[config.mk]
export PLATFORM = sky130hd
export DESIGN_NAME = ips2l_pcie_dma_rx_mwr_dec_flat
export DESIGN_NICKNAME = d
export VERILOG_FILES = /design/src/rtl/ips2l_pcie_dma_rx_mwr_dec_pkg.sv /design/src/rtl/ips2l_pcie_dma_rx_mwr_dec_if.sv /design/src/rtl/ips2l_pcie_dma_rx_dw_align.sv /design/src/rtl/ips2l_pcie_dma_rx_mwr_dec.sv /design/src/flat_wrapper.sv
export SDC_FILE = /design/constraint.sdc
export NUM_CORES = 1
export LEC_CHECK = 0
export CORE_MARGIN = 5
export CORE_UTILIZATION = 25
export DETAILED_ROUTE_END_ITERATION = 10
export REMOVE_ABC_BUFFERS = 1
export SYNTH_ARGS = -nofsm -noshare
export SYNTH_HDL_FRONTEND = slang
export SYNTH_HIERARCHICAL = 1
export SYNTH_SLANG_ARGS = --single-unit
[constraint.sdc]
create_clock -name clk -period 5.62 [get_ports clk]
set_input_delay 1.124 -clock clk [delete_from_list [all_inputs] [get_ports clk]]
set_output_delay 1.124 -clock clk [all_outputs]
set_load 0.01 [all_outputs]
[src/rtl/ips2l_pcie_dma_rx_mwr_dec_pkg.sv]
// rtl/ips2l_pcie_dma_rx_mwr_dec_pkg.sv - shared constants and types for the RX MWr decoder
package ips2l_pcie_dma_rx_mwr_dec_pkg;

  localparam logic [2:0] FMT_MWR32 = 3'b010;
  localparam logic [2:0] FMT_MWR64 = 3'b011;
  localparam logic [4:0] TYPE_MEM  = 5'b00000;

  // header bit positions within the 128-bit header beat
  localparam int FMT_MSB  = 31;
  localparam int FMT_LSB  = 29;
  localparam int TYPE_MSB = 28;
  localparam int TYPE_LSB = 24;
  localparam int EP_BIT   = 14;
  localparam int LEN_MSB  = 9;
  localparam int LEN_LSB  = 0;
  localparam int LBE_MSB  = 39;
  localparam int LBE_LSB  = 36;
  localparam int FBE_MSB  = 35;
  localparam int FBE_LSB  = 32;
  localparam int DW2_LSB  = 64;
  localparam int DW3_LSB  = 96;

  typedef enum logic [2:0] {
    ST_IDLE  = 3'd0,
    ST_PAY3  = 3'd1,
    ST_PAY4  = 3'd2,
    ST_FLUSH = 3'd3,
    ST_DROP  = 3'd4
  } state_t;

  typedef enum logic [1:0] {
    ALIGN_PASS  = 2'd0,
    ALIGN_SHIFT = 2'd1,
    ALIGN_FLUSH = 2'd2
  } align_sel_t;

endpackage

[src/rtl/ips2l_pcie_dma_rx_mwr_dec_if.sv]
// rtl/ips2l_pcie_dma_rx_mwr_dec_if.sv - RX TLP stream in, decoded MWr write burst out
interface ips2l_pcie_dma_rx_mwr_dec_if;
  logic         i_axis_rx_tvalid;
  logic         o_axis_rx_tready;
  logic [127:0] i_axis_rx_tdata;
  logic         i_axis_rx_tlast;
  logic [1:0]   i_axis_rx_bar_hit;
  logic         o_wr_start;
  logic [9:0]   o_length;
  logic [7:0]   o_dwbe;
  logic [127:0] o_data;
  logic [3:0]   o_dw_vld;
  logic [63:0]  o_addr;
  logic [1:0]   o_bar_hit;
  logic         o_drop;
  logic         o_rx_err;

  modport master (
    output i_axis_rx_tvalid, i_axis_rx_tdata, i_axis_rx_tlast, i_axis_rx_bar_hit,
    input  o_axis_rx_tready, o_wr_start, o_length, o_dwbe, o_data, o_dw_vld,
           o_addr, o_bar_hit, o_drop, o_rx_err
  );

  modport slave (
    input  i_axis_rx_tvalid, i_axis_rx_tdata, i_axis_rx_tlast, i_axis_rx_bar_hit,
    output o_axis_rx_tready, o_wr_start, o_length, o_dwbe, o_data, o_dw_vld,
           o_addr, o_bar_hit, o_drop, o_rx_err
  );
endinterface

[src/rtl/ips2l_pcie_dma_rx_dw_align.sv]
// rtl/ips2l_pcie_dma_rx_dw_align.sv - carry DW register, 3DW/4DW lane mux and DW-valid mask
module ips2l_pcie_dma_rx_dw_align
  import ips2l_pcie_dma_rx_mwr_dec_pkg::*;
(
  input  logic         clk,
  input  logic         rst_n,
  input  logic         carry_en,
  input  align_sel_t   sel,
  input  logic [127:0] data_in,
  input  logic [9:0]   rem,
  output logic [127:0] data_out,
  output logic [3:0]   dw_vld
);

  logic [31:0] carry;

  // with a 3DW header the top DW of every beat belongs to the next output beat
  always_ff @(posedge clk or negedge rst_n) begin
    if (!rst_n) begin
      carry <= '0;
    end else if (carry_en) begin
      carry <= data_in[127:96];
    end
  end

  always_comb begin
    data_out = data_in;
    case (sel)
      ALIGN_SHIFT: data_out = {data_in[95:0], carry};
      ALIGN_FLUSH: data_out = {96'b0, carry};
      default:     data_out = data_in;
    endcase
  end

  always_comb begin
    dw_vld = 4'b0000;
    if (rem >= 10'd4) begin
      dw_vld = 4'b1111;
    end else begin
      case (rem[1:0])
        2'b01:   dw_vld = 4'b0001;
        2'b10:   dw_vld = 4'b0011;
        2'b11:   dw_vld = 4'b0111;
        default: dw_vld = 4'b0000;
      endcase
    end
  end

endmodule

[src/rtl/ips2l_pcie_dma_rx_mwr_dec.sv]
// rtl/ips2l_pcie_dma_rx_mwr_dec.sv - extracts MWr TLPs from the 128-bit RX stream as packed write bursts
// Optional: PCIE_RX_MWR_POISON_DROP_EN discards MWr TLPs with EP set.
module ips2l_pcie_dma_rx_mwr_dec
  import ips2l_pcie_dma_rx_mwr_dec_pkg::*;
#(
  parameter logic [9:0] MAX_PAYLOAD_DW = 10'd256
) (
  input  logic                         clk,
  input  logic                         rst_n,
  ips2l_pcie_dma_rx_mwr_dec_if.slave   bus
);

  state_t       state, state_nxt;
  align_sel_t   sel;
  logic         tready_q, wr_q, err_q, drop_q;
  logic         wr_nxt, err_nxt, drop_nxt, carry_en, rem_dec, hdr_load;
  logic [9:0]   rem, len_q;
  logic [7:0]   dwbe_q;
  logic [63:0]  addr_q;
  logic [1:0]   bar_q;
  logic [127:0] data_q, align_data;
  logic [3:0]   vld_q, align_vld;

  logic [127:0] tdata;
  logic         tlast, accept;
  logic [2:0]   hdr_fmt;
  logic [4:0]   hdr_type;
  logic [9:0]   hdr_len;
  logic         is_mwr, len_ok, poison, hdr_ok, hdr_4dw;

  assign tdata    = bus.i_axis_rx_tdata;
  assign tlast    = bus.i_axis_rx_tlast;
  assign accept   = bus.i_axis_rx_tvalid & tready_q;
  assign hdr_fmt  = tdata[FMT_MSB:FMT_LSB];
  assign hdr_type = tdata[TYPE_MSB:TYPE_LSB];
  assign hdr_len  = tdata[LEN_MSB:LEN_LSB];
  assign hdr_4dw  = (hdr_fmt == FMT_MWR64);
  assign is_mwr   = (hdr_type == TYPE_MEM) && ((hdr_fmt == FMT_MWR32) || hdr_4dw);
  // a length field of 0 encodes 1024 DW, always beyond the supported payload
  assign len_ok   = (hdr_len != 10'd0) && (hdr_len <= MAX_PAYLOAD_DW);
`ifdef PCIE_RX_MWR_POISON_DROP_EN
  assign poison   = tdata[EP_BIT];
`else
  assign poison   = 1'b0;
`endif
  assign hdr_ok   = is_mwr && len_ok && !poison;

  always_comb begin
    state_nxt = state;
    sel       = ALIGN_PASS;
    wr_nxt    = 1'b0;
    err_nxt   = 1'b0;
    drop_nxt  = 1'b0;
    carry_en  = 1'b0;
    rem_dec   = 1'b0;
    hdr_load  = 1'b0;
    case (state)
      ST_IDLE: begin
        if (accept) begin
          if (hdr_ok) begin
            hdr_load = 1'b1;
            if (hdr_4dw) begin
              state_nxt = ST_PAY4;
            end else begin
              carry_en  = 1'b1;
              state_nxt = tlast ? ST_FLUSH : ST_PAY3;
            end
          end else begin
            drop_nxt  = 1'b1;
            state_nxt = tlast ? ST_IDLE : ST_DROP;
          end
        end
      end
      ST_PAY3: begin
        if (accept) begin
          wr_nxt   = 1'b1;
          sel      = ALIGN_SHIFT;
          carry_en = 1'b1;
          rem_dec  = 1'b1;
          if (tlast) begin
            state_nxt = (len_q[1:0] == 2'b01) ? ST_FLUSH : ST_IDLE;
          end
        end else begin
          err_nxt = 1'b1;
        end
      end
      ST_PAY4: begin
        if (accept) begin
          wr_nxt  = 1'b1;
          rem_dec = 1'b1;
          if (tlast) begin
            state_nxt = ST_IDLE;
          end
        end else begin
          err_nxt = 1'b1;
        end
      end
      ST_FLUSH: begin
        wr_nxt    = 1'b1;
        sel       = ALIGN_FLUSH;
        rem_dec   = 1'b1;
        state_nxt = ST_IDLE;
      end
      ST_DROP: begin
        if (accept && tlast) begin
          state_nxt = ST_IDLE;
        end
      end
      default: state_nxt = ST_IDLE;
    endcase
  end

  ips2l_pcie_dma_rx_dw_align u_align (
    .clk      (clk),
    .rst_n    (rst_n),
    .carry_en (carry_en),
    .sel      (sel),
    .data_in  (tdata),
    .rem      (rem),
    .data_out (align_data),
    .dw_vld   (align_vld)
  );

  always_ff @(posedge clk or negedge rst_n) begin
    if (!rst_n) begin
      state    <= ST_IDLE;
      tready_q <= 1'b0;
      wr_q     <= 1'b0;
      err_q    <= 1'b0;
      drop_q   <= 1'b0;
      data_q   <= '0;
      vld_q    <= '0;
      rem      <= '0;
      len_q    <= '0;
      dwbe_q   <= '0;
      addr_q   <= '0;
      bar_q    <= '0;
    end else begin
      state    <= state_nxt;
      tready_q <= (state_nxt != ST_FLUSH);
      wr_q     <= wr_nxt;
      err_q    <= err_nxt;
      drop_q   <= drop_nxt;
      if (wr_nxt) begin
        data_q <= align_data;
        vld_q  <= align_vld;
      end else begin
        vld_q  <= 4'b0000;
      end
      if (hdr_load) begin
        rem    <= hdr_len;
        len_q  <= hdr_len;
        dwbe_q <= {tdata[LBE_MSB:LBE_LSB], tdata[FBE_MSB:FBE_LSB]};
        bar_q  <= bus.i_axis_rx_bar_hit;
        addr_q <= hdr_4dw ? {tdata[DW2_LSB +: 32], tdata[DW3_LSB+2 +: 30], 2'b00}
                          : {32'b0, tdata[DW2_LSB+2 +: 30], 2'b00};
      end else if (rem_dec) begin
        rem <= (rem > 10'd4) ? rem - 10'd4 : 10'd0;
      end
    end
  end

  assign bus.o_axis_rx_tready = tready_q;
  assign bus.o_wr_start       = wr_q;
  assign bus.o_length         = len_q;
  assign bus.o_dwbe           = dwbe_q;
  assign bus.o_data           = data_q;
  assign bus.o_dw_vld         = vld_q;
  assign bus.o_addr           = addr_q;
  assign bus.o_bar_hit        = bar_q;
  assign bus.o_drop           = drop_q;
  assign bus.o_rx_err         = err_q;

endmodule

[src/flat_wrapper.sv]
// flat-port wrapper written by rule: the top's interface ports become plain ports
module ips2l_pcie_dma_rx_mwr_dec_flat import ips2l_pcie_dma_rx_mwr_dec_pkg::*;
#(
  parameter logic [9:0] MAX_PAYLOAD_DW = 10'd256
)
  (clk, rst_n, bus_i_axis_rx_tvalid, bus_i_axis_rx_tdata, bus_i_axis_rx_tlast, bus_i_axis_rx_bar_hit, bus_o_axis_rx_tready, bus_o_wr_start, bus_o_length, bus_o_dwbe, bus_o_data, bus_o_dw_vld, bus_o_addr, bus_o_bar_hit, bus_o_drop, bus_o_rx_err);
  ips2l_pcie_dma_rx_mwr_dec_if bus_i ();
  input  logic clk;
  input  logic rst_n;
  input wire logic [$bits(bus_i.i_axis_rx_tvalid)-1:0] bus_i_axis_rx_tvalid;
  input wire logic [$bits(bus_i.i_axis_rx_tdata)-1:0] bus_i_axis_rx_tdata;
  input wire logic [$bits(bus_i.i_axis_rx_tlast)-1:0] bus_i_axis_rx_tlast;
  input wire logic [$bits(bus_i.i_axis_rx_bar_hit)-1:0] bus_i_axis_rx_bar_hit;
  output wire logic [$bits(bus_i.o_axis_rx_tready)-1:0] bus_o_axis_rx_tready;
  output wire logic [$bits(bus_i.o_wr_start)-1:0] bus_o_wr_start;
  output wire logic [$bits(bus_i.o_length)-1:0] bus_o_length;
  output wire logic [$bits(bus_i.o_dwbe)-1:0] bus_o_dwbe;
  output wire logic [$bits(bus_i.o_data)-1:0] bus_o_data;
  output wire logic [$bits(bus_i.o_dw_vld)-1:0] bus_o_dw_vld;
  output wire logic [$bits(bus_i.o_addr)-1:0] bus_o_addr;
  output wire logic [$bits(bus_i.o_bar_hit)-1:0] bus_o_bar_hit;
  output wire logic [$bits(bus_i.o_drop)-1:0] bus_o_drop;
  output wire logic [$bits(bus_i.o_rx_err)-1:0] bus_o_rx_err;
  assign bus_i.i_axis_rx_tvalid = bus_i_axis_rx_tvalid;
  assign bus_i.i_axis_rx_tdata = bus_i_axis_rx_tdata;
  assign bus_i.i_axis_rx_tlast = bus_i_axis_rx_tlast;
  assign bus_i.i_axis_rx_bar_hit = bus_i_axis_rx_bar_hit;
  assign bus_o_axis_rx_tready = bus_i.o_axis_rx_tready;
  assign bus_o_wr_start = bus_i.o_wr_start;
  assign bus_o_length = bus_i.o_length;
  assign bus_o_dwbe = bus_i.o_dwbe;
  assign bus_o_data = bus_i.o_data;
  assign bus_o_dw_vld = bus_i.o_dw_vld;
  assign bus_o_addr = bus_i.o_addr;
  assign bus_o_bar_hit = bus_i.o_bar_hit;
  assign bus_o_drop = bus_i.o_drop;
  assign bus_o_rx_err = bus_i.o_rx_err;
  ips2l_pcie_dma_rx_mwr_dec #(.MAX_PAYLOAD_DW(MAX_PAYLOAD_DW)) u_core (.clk(clk), .rst_n(rst_n), .bus(bus_i));
endmodule
==> qor.csv <==
metric,value,unit
crit path cell chain,clkdlybuf4s50_1 -> nor4_1 -> nand3_1 -> a21oi_1 -> nand2b_1 -> o22ai_4 -> buf_4 -> mux2_2,
"most common cell after layout, fill and taps aside",nand2_1,
H-Tree Level Count,1,
Hold/Removal Path Class,register to register,
dominant cell type by area after synthesis,dfrtp_1,
final setup fails,0,
hold-fix buffers at CTS,0,
Synthesis Warnings,6,
area share of xor/xnor cells in the synthesized design,0,
net switching share of the total power,0.270,
number of vias per cell after detailed routing,4.62,
number of library cell types mapped by synthesis,44,
grt ovf,0,
fraction of power consumed by the clock network,0.384,
core region area,48600,sq um
final cycle utilization of the critical path,0.670,
quantity of gates resized following cts,0,
outcome,finished clean,
sequential-to-total area share from yosys stat,0.538,
floorplan die height,231,um
most frequent cells in the layout,"nand2_1, clkdlybuf4s50_1, dfrtp_1",
Post-Synthesis Cells,1446,
overall fraction of global-route tracks in use,0.153,
HPWL Detailed,27.9,mm
source of the worst register-to-register timing path,u_core/state[0],
Wirelength per Cell,17.7,um
setup repair after global routing missed its margin,no,
TritonCTS clock tree,yes,
synthesis-stage register bit count,263,
post-route ant nets,0,
final core occ,0.356,
data arrival time at the worst-slack endpoint,4.21,ns
max-cap violation count,0,
cell area after synthesis,12200,sq um
share of synthesized registers carrying an async set or reset,1.00,
placement row count,81,
starting utilization of the core area,0.251,
launching element of the worst setup path,bus_i_axis_rx_tdata[24],
internal power component,3.91,mW
type of the worst setup path,input port to register,
number of port buffers,351,
number of non-filler instances in the completed layout,2394,
reported leakage power,7.96,nW
critical path startpoint category,input port,
combinational share of power,0.190,
Register-to-Register Setup Slack,2.70,ns
1st-iter DRT viols,824,
compound-gate portion of the synthesized area,0.113,
Critical Path Slowest Stage Cell,nor4_1,
area share of and/or/nand/nor cells after synthesis,0.243,
clk slew on worst S/H paths,0.06,ns
proportion of synthesized area in mux cells,0.0477,
hold_ws,0.471,ns
via total after detailed routing,11064,
relative max-transition margin,0.262,
highest achievable clock rate,266,MHz
cell types with the largest area share after synthesis,"dfrtp_1, nand2_1, o21ai_0",
relative area change from synthesis to final layout,41.8,%
drc violations,0,
share of cells above drive strength 1,0.0694,
number of global-route vias before repair,10988,
clock buffers created by TritonCTS,31,
wire length of the first global-routing pass,66.0,mm
largest family of logic cells by synthesized area,simple AND/OR/NAND/NOR gates,
clock latency of the later-clocked register in the worst-skew pair,0.57,ns
final design area excluding fillers,17300,sq um
largest fanout on the critical path,18,
"Avg Cell Area, Syn",8.45,sq um
postcts setup bufs,0,
"number of placed instances, taps included",2336,
count of flip-flops with a built-in enable after synthesis,0,
Flop pwr share,0.425,
initial antenna violation count,0,
GP Congestion,0.801,
root buf cell,clkbuf_16,
Sw Pwr,1.45,mW
setup clock skew after layout,0.0207,ns
"share of synthesized cell area in full adder, half adder and majority cells",0.00410,
total count of max-transition violations in the final report,0,
overall die width,231,um
kind of end point of the critical path,register,
"Largest stage delay, worst path",0.71,ns
maximum resistive drop on vdd,0.196,mV
worst path required time,6.07,ns
number of iterations in the first detailed-routing pass,5,
main flop type after synthesis,dfrtp_1,
transition time at the pin with the least slew margin,1.10,ns
maximum clock path buffer count,3,
number of inserted diodes,0,
filler instances,4971,
Power per Cell Area,309,nW/um^2
top-level port count,354,
share of the synthesized area in the top cell type,0.538,
largest net degree at the start of global routing,145,
Nets,1885,
area after detailed placement,16300,sq um
clock sink count,263,
worst min-delay path startpoint,u_core/bus.o_data[42],
number of hold-slack violations in the final timing report,0,
floorplan die area,53400,sq um
post-detailed-routing wire length,42.3,mm
final worst path period need,3.76,ns
-- registers in the layout (all words and copies together) (netlist names) --
signal	count
u_core/bus.o_addr	62
u_core/bus.o_axis_rx_tready	1
u_core/bus.o_bar_hit	2
u_core/bus.o_data	128
u_core/bus.o_drop	1
u_core/bus.o_dw_vld	4
u_core/bus.o_dwbe	8
u_core/bus.o_length	10
u_core/bus.o_rx_err	1
u_core/bus.o_wr_start	1
u_core/rem	10
u_core/state	3
u_core/u_align/carry	32
-- power by group through the flow --
stage                     Clock, mW  Sequential, mW  Combinational [mW]
final                          2.06            2.28                1.02
after global routing           2.20            2.31                1.12
after CTS                      2.13            2.28                1.04
after detailed placement          0            2.30                1.03
after global placement            0            2.30                1.02
after floorplan                   0            2.37               0.283
-- cell type report --
class / count / area (sq um) / area share
multi-input combinational: 1042 / 5050 / 0.292
timing repair buffer: 367 / 3710 / 0.214
inverter: 42 / 160 / 0.00924
tap: 622 / 778 / 0.0449
sequential: 263 / 6580 / 0.380
clock buffer: 45 / 878 / 0.0507
clock inverter: 13 / 163 / 0.00939
-- layer usage --
metal / up-vias / share of wire / global-route usage
met4: 0 / 0.022 / 0.0364
met5: - / 0 / 0
met3: 62 / 0.079 / 0.0413
met2: 368 / 0.48 / 0.252
met1: 5338 / 0.42 / 0.201
li1: 5296 / - / -
-- worst paths after layout --
| path | to | depth (start not counted) |
|---|---|---|
| setup / recovery | u_core/u_align/carry[27] | 8 |
| hold / removal | u_core/bus.o_data[42] | 2 |
| setup reg to reg | u_core/bus.o_data[72] | 10 |
| hold reg to reg | u_core/bus.o_data[42] | 2 |
| max in group asynchronous | u_core/u_align/carry[22] | 2 |
| min in group asynchronous | u_core/bus.o_data[89] | 1 |
-- synth_stat cells (5+ instances only) --
cell	count
buf_4	15
nand2_1	641
inv_1	41
mux2_2	48
a21oi_1	5
clkbuf_1	53
a31oi_1	32
nand3_1	40
nor4_1	7
nor2b_1	7
o21ai_0	134
nor2_1	45
and2_1	6
buf_2	28
dfrtp_1	263
a22o_1	37
-- through the flow --
step / total power, mW / setup WS (ns) / setup TNS, ns
after floorplan: 2.66 / -1.22 / -180.11
after global placement: 3.32 / 1.03 / 0
after detailed placement: 3.34 / 1.04 / 0
after CTS: 5.45 / 1.65 / 0
after global routing: 5.62 / 1.46 / 0
final: 5.35 / 1.86 / 0
-- kinds of logic (layout without fill, tap and decap cells) --
group                    count (synthesis)  after routing
AO/OA/AOI/OAI                          227            227
other                                    1              2
buffers and inverters                  142            467
flip-flops                             263            263
adder cells (fa/ha/maj)                  4              4
AND/OR/NAND/NOR                        757            757
multiplexers                            52             52
-- critical path: cells and delay by family --
| family | cells | cell delay (ns) |
|---|---|---|
| AO/OA/AOI/OAI | 2 | 0.58 |
| multiplexers | 1 | 0.38 |
| AND/OR/NAND/NOR | 3 | 1.31 |
| buffers and inverters | 2 | 0.80 |
(Power assumes the default switching activity.)
